## src/rtl/aes_round_ctrl.sv

```systemverilog
// aes_round_ctrl: sequencer for an AES-128 round datapath.
// Runs the initial AddRoundKey, NR-1 full rounds and a final round without
// MixColumns. It issues round-key reads (ascending for encrypt, descending
// for decrypt) and drives the per-cycle datapath enables.
//
// Handshake: run is sampled only in IDLE or DONE. Each accepted run yields
// exactly one done pulse, 2*NR+3 cycles after LOAD starts (LOAD counts as
// cycle 1), unless abort or reset cancels the operation first. Holding run
// high in DONE starts the next block immediately.
// All outputs are registered. Each is decoded from the next state, the next
// round index and the next latched dec, so it follows the current state with
// no combinational path from an input to an output.
module aes_round_ctrl #(
  parameter int NR         = 10,
  parameter int KEY_ADDR_W = 4
) (
  input  logic                  clk,
  input  logic                  rst,
  input  logic                  run,
  input  logic                  dec,
  input  logic                  abort,
  output logic                  state_load,
  output logic                  key_ren,
  output logic [KEY_ADDR_W-1:0] key_addr,
  output logic                  ark_en,
  output logic                  sub_en,
  output logic                  mix_en,
  output logic [KEY_ADDR_W-1:0] round,
  output logic                  busy,
  output logic                  done,
  output logic [2:0]            state_dbg
);

  typedef enum logic [2:0] {
    S_IDLE = 3'd0,
    S_LOAD = 3'd1,
    S_ARK  = 3'd2,
    S_RND  = 3'd3,
    S_DONE = 3'd4
  } state_t;

  localparam logic [KEY_ADDR_W-1:0] NR_A = KEY_ADDR_W'(NR);

  state_t                  state, state_nx;
  logic [KEY_ADDR_W-1:0]   r, r_nx;
  logic                    dec_q, dec_nx;

  // Outputs decoded from the next-state values, captured by the state register.
  logic                    state_load_nx, key_ren_nx, ark_en_nx, sub_en_nx;
  logic                    mix_en_nx, busy_nx, done_nx;
  logic [KEY_ADDR_W-1:0]   key_addr_nx;

  // Round-key address. It does not wrap because NR < 2**KEY_ADDR_W.
  function automatic logic [KEY_ADDR_W-1:0] kaddr(input logic [KEY_ADDR_W-1:0] rr,
                                                  input logic d);
    return d ? (NR_A - rr) : rr;
  endfunction

  // Next-state logic. abort cancels LOAD, ARK and RND and returns r to 0.
  always_comb begin
    state_nx = state;
    r_nx     = r;
    dec_nx   = dec_q;
    case (state)
      S_IDLE: begin
        if (run) begin
          dec_nx   = dec;
          r_nx     = '0;
          state_nx = S_LOAD;
        end
      end
      S_LOAD: begin
        if (abort) begin
          r_nx     = '0;
          state_nx = S_IDLE;
        end else begin
          state_nx = S_ARK;
        end
      end
      S_ARK: begin
        if (abort) begin
          r_nx     = '0;
          state_nx = S_IDLE;
        end else if (r == NR_A) begin
          state_nx = S_DONE;
        end else begin
          r_nx     = r + KEY_ADDR_W'(1);
          state_nx = S_RND;
        end
      end
      S_RND: begin
        if (abort) begin
          r_nx     = '0;
          state_nx = S_IDLE;
        end else begin
          state_nx = S_ARK;
        end
      end
      S_DONE: begin
        r_nx = '0;
        if (run) begin
          dec_nx   = dec;
          state_nx = S_LOAD;
        end else begin
          state_nx = S_IDLE;
        end
      end
      default: begin
        r_nx     = '0;
        state_nx = S_IDLE;
      end
    endcase
  end

  // Output decode of the upcoming state. key_addr is forced to 0 whenever
  // key_ren is low, so IDLE reads all-zero.
  always_comb begin
    state_load_nx = (state_nx == S_LOAD);
    key_ren_nx    = (state_nx == S_LOAD) || (state_nx == S_RND);
    key_addr_nx   = key_ren_nx ? kaddr(r_nx, dec_nx) : '0;
    ark_en_nx     = (state_nx == S_ARK);
    sub_en_nx     = (state_nx == S_RND);
    mix_en_nx     = (state_nx == S_RND) && (r_nx != NR_A);
    busy_nx       = (state_nx == S_LOAD) || (state_nx == S_ARK) || (state_nx == S_RND);
    done_nx       = (state_nx == S_DONE);
  end

  // State register and registered outputs. An asynchronous reset clears everything.
  always_ff @(posedge clk or negedge rst) begin
    if (!rst) begin
      state      <= S_IDLE;
      r          <= '0;
      dec_q      <= 1'b0;
      state_load <= 1'b0;
      key_ren    <= 1'b0;
      key_addr   <= '0;
      ark_en     <= 1'b0;
      sub_en     <= 1'b0;
      mix_en     <= 1'b0;
      round      <= '0;
      busy       <= 1'b0;
      done       <= 1'b0;
      state_dbg  <= 3'd0;
    end else begin
      state      <= state_nx;
      r          <= r_nx;
      dec_q      <= dec_nx;
      state_load <= state_load_nx;
      key_ren    <= key_ren_nx;
      key_addr   <= key_addr_nx;
      ark_en     <= ark_en_nx;
      sub_en     <= sub_en_nx;
      mix_en     <= mix_en_nx;
      round      <= r_nx;
      busy       <= busy_nx;
      done       <= done_nx;
      state_dbg  <= state_nx;
    end
  end

endmodule
```

## config.mk

```make
export PLATFORM = sky130hd
export DESIGN_NAME = aes_round_ctrl
export DESIGN_NICKNAME = d
export VERILOG_FILES = /design/src/rtl/aes_round_ctrl.sv
export SDC_FILE = /design/constraint.sdc
export NUM_CORES = 1
export LEC_CHECK = 0
export BUFFER_PORTS_ARGS = -buffer_cell sky130_fd_sc_hd__buf_2
export CAP_MARGIN = 10
export CORE_UTILIZATION = 45
export CTS_BUF_LIST = sky130_fd_sc_hd__clkbuf_2
export CTS_CLUSTER_DIAMETER = 100
export DETAILED_ROUTE_END_ITERATION = 12
export GPL_TIMING_DRIVEN = 0
export MAX_ROUTING_LAYER = met4
export PLACE_DENSITY = 0.75
export SYNTH_ARGS = -nofsm -noshare
export SYNTH_HDL_FRONTEND = slang
export SYNTH_SLANG_ARGS = --single-unit
```

## constraint.sdc

```tcl
create_clock -name clk -period 2.3 [get_ports clk]
set_input_delay 0.46 -clock clk [delete_from_list [all_inputs] [get_ports clk]]
set_output_delay 0.46 -clock clk [all_outputs]
set_load 0.005 [all_outputs]
```

# ---- After elaboration in Yosys (flattened, before gate mapping)
# Index checks and enable logic that the tools add are counted.
dict set report totals {
  regBits 19
  in_bits 5
  output_inout_bits 18
  elab_cells 45
}
dict set report op_classes {
  n_addsub 2
  eq_ne 10
  mux 15
  n_reduce_logical 7
}
# cell count
set op_table {}
lappend op_table {{two-way mux 4 bit} 6}
lappend op_table {{equality test 3 x 2 -> 1 bit (second input constant)} 4}
lappend op_table {{case mux 3 bit (4 select lines)} 1}
lappend op_table {{case mux 4 bit (3 select lines)} 1}
lappend op_table {{two-way mux 3 bit} 3}
lappend op_table {{equality test 3 x 1 -> 1 bit (second input constant)} 2}
lappend op_table {{equality test 3 bit (second input constant)} 2}
lappend op_table {{adder 4 x 1 -> 4 bit (second input constant)} 1}
lappend op_table {{equality test 4 bit (second input constant)} 1}
lappend op_table {{!= test 4 bit (second input constant)} 1}
lappend op_table {{OR reduction 2 bit} 2}
lappend op_table {{subtractor 4 bit (first input constant)} 1}
lappend op_table {{logical NOT 3 bit} 1}
lappend op_table {{logical OR 1 bit} 3}
lappend op_table {{two-way mux 1 bit} 3}
lappend op_table {{two-way mux 2 bit} 1}
lappend op_table {{logical AND 1 bit} 1}

# ---- Depth between registers and ports, before layout
dict set report depth {
  depth_word 7
  mapped_depth 9
}

# ---- Worst setup path after synthesis
# OpenSTA, ideal clock, no wires.
dict set report synth_timing {
  path_type {reg2reg}
  start {register r[0]}
  end {register key_addr[1]}
  arrival_ps 1700
  required_time_ps 2206
  slack_ps 506
  stages_incl_launch_ff 8
  n_path_buf 0
  synth_period_minus_slack_ps 1794
  cell_sequence {dfrtp_1 > inv_1 > ha_1 > nand3b_1 > xnor2_1 > a22o_1 > ha_1 > a211oi_1}
}
dict set report synth_between {
  elab_chain_cells 7
  word_cells_on_any_way 16
  cone_classes {2 x add/sub; 3 x eq/ne; 10 x mux; 1 x reduce/logical}
}
# element line
set synth_rtl {}
lappend synth_rtl {{start, declared} 45} ;# logic [KEY_ADDR_W-1:0] r, r_nx;
lappend synth_rtl {{start signal, assigned} 146} ;# r <= r_nx;
lappend synth_rtl {{adder 4 x 1 -> 4 bit or equality test 4 bit (tied branches)} {87, 84}}
lappend synth_rtl {{two-way mux 4 bit} 84} ;# end else if (r == NR_A) begin
lappend synth_rtl {{two-way mux 4 bit} 81} ;# if (abort) begin
lappend synth_rtl {{case mux 4 bit (3 select lines) *} 64} ;# case (state)
lappend synth_rtl {{via r_nx[0]} 45}
lappend synth_rtl {{subtractor 4 bit *} 56} ;# return d ? (NR_A - rr) : rr;
lappend synth_rtl {{two-way mux 4 bit *} 56}
lappend synth_rtl {{two-way mux 4 bit *} 120} ;# key_addr_nx = key_ren_nx ? kaddr(r_nx, dec_nx) : '0;
lappend synth_rtl {{via key_addr_nx[1]} 51} ;# logic [KEY_ADDR_W-1:0] key_addr_nx;
lappend synth_rtl {{end signal, assigned} 150} ;# key_addr <= key_addr_nx;
lappend synth_rtl {{end, declared} 24} ;# output logic [KEY_ADDR_W-1:0] key_addr,
# The timed path passes the listed nets; every way through them passes the cells marked *.

# ---- Worst setup path after layout
# Same ends and word-level chain as after synthesis.

==> flow_summary.html <==
<table>
<tr><th>Metric</th><th>Value</th></tr>
<tr><th colspan="2">Global route</th></tr>
<tr><td>Number of global-route vias before repair</td><td>514</td></tr>
<tr><td>GRT Residual Overflow</td><td>0</td></tr>
<tr><td>Wire length of the first global-routing pass</td><td>2170 µm</td></tr>
<tr><td>Initial antenna violation count</td><td>0</td></tr>
<tr><td>Overall fraction of global-route tracks in use</td><td>16.4%</td></tr>
<tr><td>Largest net degree at the start of global routing</td><td>20</td></tr>
<tr><th colspan="2">Cells and area</th></tr>
<tr><td>Most common library cell in the layout ignoring fill and taps</td><td>sky130_fd_sc_hd__buf_2</td></tr>
<tr><td>Area taken by multi-input logic gates</td><td>327 µm²</td></tr>
<tr><td>Final cell utilization of the core</td><td>57.8%</td></tr>
<tr><td>Final layout net count</td><td>103</td></tr>
<tr><td>Highest-count cells in the layout ignoring fill and taps</td><td>sky130_fd_sc_hd__buf_2, sky130_fd_sc_hd__dfrtp_1, sky130_fd_sc_hd__inv_1, sky130_fd_sc_hd__nor2_1, sky130_fd_sc_hd__nand2_1</td></tr>
<tr><td>Diode insertion count for antenna repair</td><td>0</td></tr>
<tr><td>Finished Layout Cells</td><td>118</td></tr>
<tr><td>Layout filler cell count</td><td>160</td></tr>
<tr><td>Layout cell share with drive strength beyond 1</td><td>38.7%</td></tr>
<tr><td>Register cell area after layout</td><td>475 µm²</td></tr>
<tr><td>Layout-stage area growth over the synthesis result</td><td>19.3%</td></tr>
<tr><th colspan="2">Route</th></tr>
<tr><td>Detailed-route wire length on metal 1</td><td>616 µm</td></tr>
<tr><td>WL met2</td><td>640 µm</td></tr>
<tr><td>Vias per cell</td><td>4.75</td></tr>
<tr><td>Final routed wire length divided by cell count</td><td>11.2 µm</td></tr>
<tr><td>Remaining DRCs</td><td>0</td></tr>
<tr><td>Residual antenna-violating net count after detailed routing</td><td>0</td></tr>
<tr><td>Number of DRC markers after the initial detailed-route iteration</td><td>2</td></tr>
<tr><td>Final wirelength</td><td>1320 µm</td></tr>
<tr><td>Number of detailed-route iterations in the first pass</td><td>3</td></tr>
<tr><td>Detailed route wirelength on metal3</td><td>45 µm</td></tr>
<tr><td>Vias after detailed routing</td><td>561</td></tr>
<tr><td>Top metal layer carrying routed signals</td><td>met4</td></tr>
<tr><th colspan="2">Logic synthesis</th></tr>
<tr><td>Netlist Area Pre-Place</td><td>836 µm²</td></tr>
<tr><td>Part of the Yosys area used for sequential elements</td><td>56.9%</td></tr>
<tr><td>Post-synth EDFFs</td><td>0</td></tr>
<tr><td>Post-Syn Nets</td><td>76</td></tr>
<tr><td>Synthesized netlist cell count</td><td>67</td></tr>
<tr><td>Total of warnings raised by yosys</td><td>0</td></tr>
<tr><td>Unique masters post-synth</td><td>28</td></tr>
<tr><td>FF+latch count, synth</td><td>19</td></tr>
<tr><td>Share of async-settable or async-resettable flops after synthesis</td><td>100%</td></tr>
<tr><td>Mapped Avg Cell Area</td><td>12.5 µm²</td></tr>
<tr><td>Most common flop cell mapped by yosys</td><td>sky130_fd_sc_hd__dfrtp_1</td></tr>
<tr><th colspan="2">Clock tree</th></tr>
<tr><td>Clock input transition at the sequential cells of the worst setup and hold paths</td><td>0.16 ns</td></tr>
<tr><td>TritonCTS clock tree</td><td>done</td></tr>
<tr><td>Root Buffer</td><td>sky130_fd_sc_hd__clkbuf_2</td></tr>
<tr><td>Clock Sinks</td><td>19</td></tr>
<tr><td>Num CTS Buffers</td><td>3</td></tr>
<tr><td>Buffer count from post-CTS setup fixing</td><td>0</td></tr>
<tr><td>Clock network latency to the later pin of the worst-skew pair</td><td>0.29 ns</td></tr>
<tr><td>Number of buffers between clock root and the deepest sink</td><td>2</td></tr>
<tr><td># H-tree levels</td><td>1</td></tr>
<tr><td>Hold Buf Count CTS</td><td>0</td></tr>
<tr><td>Number of cells upsized or downsized after cts</td><td>0</td></tr>
<tr><th colspan="2">Worst setup path</th></tr>
<tr><td>Launching point of the worst reg2reg path</td><td>r[0]$_DFF_PN0_</td></tr>
<tr><td>Endpoint of the most critical register-to-register path</td><td>key_addr[1]$_DFF_PN0_</td></tr>
<tr><td>Crit end category</td><td>register</td></tr>
<tr><td>Kind of critical path</td><td>reg -&gt; reg</td></tr>
<tr><td>Worst reg2reg path depth</td><td>7</td></tr>
<tr><td>CP arrival</td><td>2.17 ns</td></tr>
<tr><td>Required time of the critical path</td><td>2.51 ns</td></tr>
<tr><td>Critical path peak fanout</td><td>6</td></tr>
<tr><td>Sort of element at the start of the critical path</td><td>register</td></tr>
<tr><td>Flop2flop setup slack</td><td>0.34 ns</td></tr>
<tr><th colspan="2">Die</th></tr>
<tr><td>Die width</td><td>45.1 µm</td></tr>
<tr><td>Number of cell rows</td><td>15</td></tr>
<tr><td>Die Area</td><td>0.00203 mm²</td></tr>
<tr><td>I/O Pins</td><td>23</td></tr>
<tr><td>Starting density of the core</td><td>48.4%</td></tr>
<tr><td>Core Footprint</td><td>0.00173 mm²</td></tr>
<tr><td>Height of the die</td><td>45.1 µm</td></tr>
<tr><th colspan="2">Timing</th></tr>
<tr><td>Peak clock frequency supported by timing</td><td>0.511 GHz</td></tr>
<tr><td>Min cycle time layout</td><td>1.96 ns</td></tr>
<tr><td>Final setup vio count</td><td>0</td></tr>
<tr><td>Count of final max-slew check failures</td><td>0</td></tr>
<tr><td>Final-report hold violation count</td><td>0</td></tr>
<tr><td>Pin slew with the least headroom to its limit</td><td>0.430 ns</td></tr>
<tr><td>Fin Setup TNS</td><td>0 ns</td></tr>
<tr><td>Setup repair after global routing missed its margin</td><td>no</td></tr>
<tr><td>Period Utilization, post-route</td><td>85.1%</td></tr>
<tr><td>Headroom to the max-slew limit</td><td>71.2%</td></tr>
<tr><td>Clock skew after layout</td><td>0.00348 ns</td></tr>
<tr><th colspan="2">Pwr</th></tr>
<tr><td>Total internal power</td><td>558 µW</td></tr>
<tr><td>Overall power after layout</td><td>819 µW</td></tr>
<tr><td>Part of the total power dissipated in sequential elements</td><td>53.2%</td></tr>
<tr><td>Share of total power in the clock network</td><td>16.7%</td></tr>
<tr><td>Relative contribution of combinational cells to total power</td><td>30.1%</td></tr>
<tr><td>Leakage power summed over all cells</td><td>0.554 nW</td></tr>
<tr><td>Max VDD drop</td><td>429 µV</td></tr>
<tr><td>Switching fraction of total power</td><td>31.8%</td></tr>
<tr><td>Reported net switching power</td><td>261 µW</td></tr>
<tr><td>Cell Pwr Density</td><td>821 mW/mm²</td></tr>
<tr><th colspan="2">Job</th></tr>
<tr><td>Max-cap violation count</td><td>0</td></tr>
<tr><th colspan="2">Place</th></tr>
<tr><td>Count of placed standard cells including taps</td><td>114</td></tr>
<tr><td>HPWL after detailed placement</td><td>1010 µm</td></tr>
<tr><td>Global placement routability congestion</td><td>0.716</td></tr>
<tr><td>Port-buffer cells</td><td>22</td></tr>
<tr><th colspan="2">Status</th></tr>
<tr><td>Result of the run</td><td>complete, no violations</td></tr>
<tr><th colspan="2">Worst hold path</th></tr>
<tr><td>Hold Crit Class</td><td>in -&gt; async</td></tr>
</table>
[synthesized netlist by cell type (2+ instances only)]
cell                       count  area share (%)
sky130_fd_sc_hd__inv_2         3             1.3
sky130_fd_sc_hd__nor2_1        6             2.7
sky130_fd_sc_hd__dfrtp_1      19              57
sky130_fd_sc_hd__nand2_1       5             2.2
sky130_fd_sc_hd__inv_1         6             2.7
sky130_fd_sc_hd__ha_1          4             6.0
sky130_fd_sc_hd__nand2b_1      2             1.5
sky130_fd_sc_hd__xnor2_1       2             2.1
[worst max-delay path by stage]
stage                            start                    end  slack [ns]  depth (start not counted)
global placement                 abort  key_addr[1]$_DFF_PN0_        0.28                          6
floorplan               r[0]$_DFF_PN0_  key_addr[1]$_DFF_PN0_        0.51                          7
finish                  r[0]$_DFF_PN0_  key_addr[1]$_DFF_PN0_        0.34                          7
detailed placement               abort  key_addr[1]$_DFF_PN0_        0.29                          5
CTS                     r[0]$_DFF_PN0_  key_addr[1]$_DFF_PN0_        0.31                          7
global route        state[2]$_DFF_PN0_  key_addr[2]$_DFF_PN0_        0.14                          7
[metrics by stage]
| step | cell area [µm²] | hold slack, ns | worst slack [ns] |
|---|---|---|---|
| 3_3_place_gp | 977 | 0.404 | 0.281 |
| 5_1_grt | 997 | 0.0455 | 0.143 |
| 3_5_place_dp | 977 | 0.409 | 0.287 |
| 4_1_cts | 997 | 0.0626 | 0.312 |
| 2_1_floorplan | 836 | 0.164 | 0.506 |
| 6_report | 997 | 0.0665 | 0.342 |
[final cells by class]
class                   instances  share of cell area (%)
repair buffers                 22                    11.0
inverters                       9                    3.39
well taps                      25                    3.14
multi-input cells              39                    32.7
flip-flops and latches         19                    47.7
clock buffers                   4                    2.01
[state kept, by name, summed over array words and instances, names as in the netlist]
signal / flops
busy: 1
state: 3
key_ren: 1
done: 1
key_addr: 4
sub_en: 1
r: 4
dec_q: 1
state_load: 1
ark_en: 1
mix_en: 1
[metal layers]
layer | track usage [%] | vias up
met5 | - | -
met4 | 10.9 | 0
met3 | 3.60 | 2
met2 | 26.1 | 14
met1 | 18.4 | 264
li1 | - | 281
[power by group through the flow]
| stage | Sequential (mW) | Combinational, mW | Clock, mW |
|---|---|---|---|
| detailed placement | 0.443 | 0.251 | 0 |
| global placement | 0.441 | 0.246 | 0 |
| finish | 0.436 | 0.246 | 0.137 |
| global route | 0.448 | 0.279 | 0.163 |
| CTS | 0.437 | 0.252 | 0.143 |
| floorplan | 0.450 | 0.147 | 0 |
[worst max-delay path, stage by stage, from the launching register on]
cell and delay, ns:
sky130_fd_sc_hd__dfrtp_1 0.47, sky130_fd_sc_hd__inv_1 0.12, sky130_fd_sc_hd__ha_1 0.22, sky130_fd_sc_hd__nand3b_1 0.17, sky130_fd_sc_hd__xnor2_1 0.17, sky130_fd_sc_hd__a22o_1 0.27, sky130_fd_sc_hd__ha_1 0.29, sky130_fd_sc_hd__a211oi_1 0.19
[cells by family after synthesis]
kind of cell / count (synthesis) / synth area share, %
XOR/XNOR: 2 / 2.10
AO/OA/AOI/OAI: 9 / 13.0
buffers and inverters: 9 / 4.04
adder cells (fa/ha/maj): 4 / 5.99
multiplexers: 2 / 2.54
AND/OR/NAND/NOR: 22 / 15.4
flip-flops: 19 / 56.9
(Power assumes the default switching activity.)
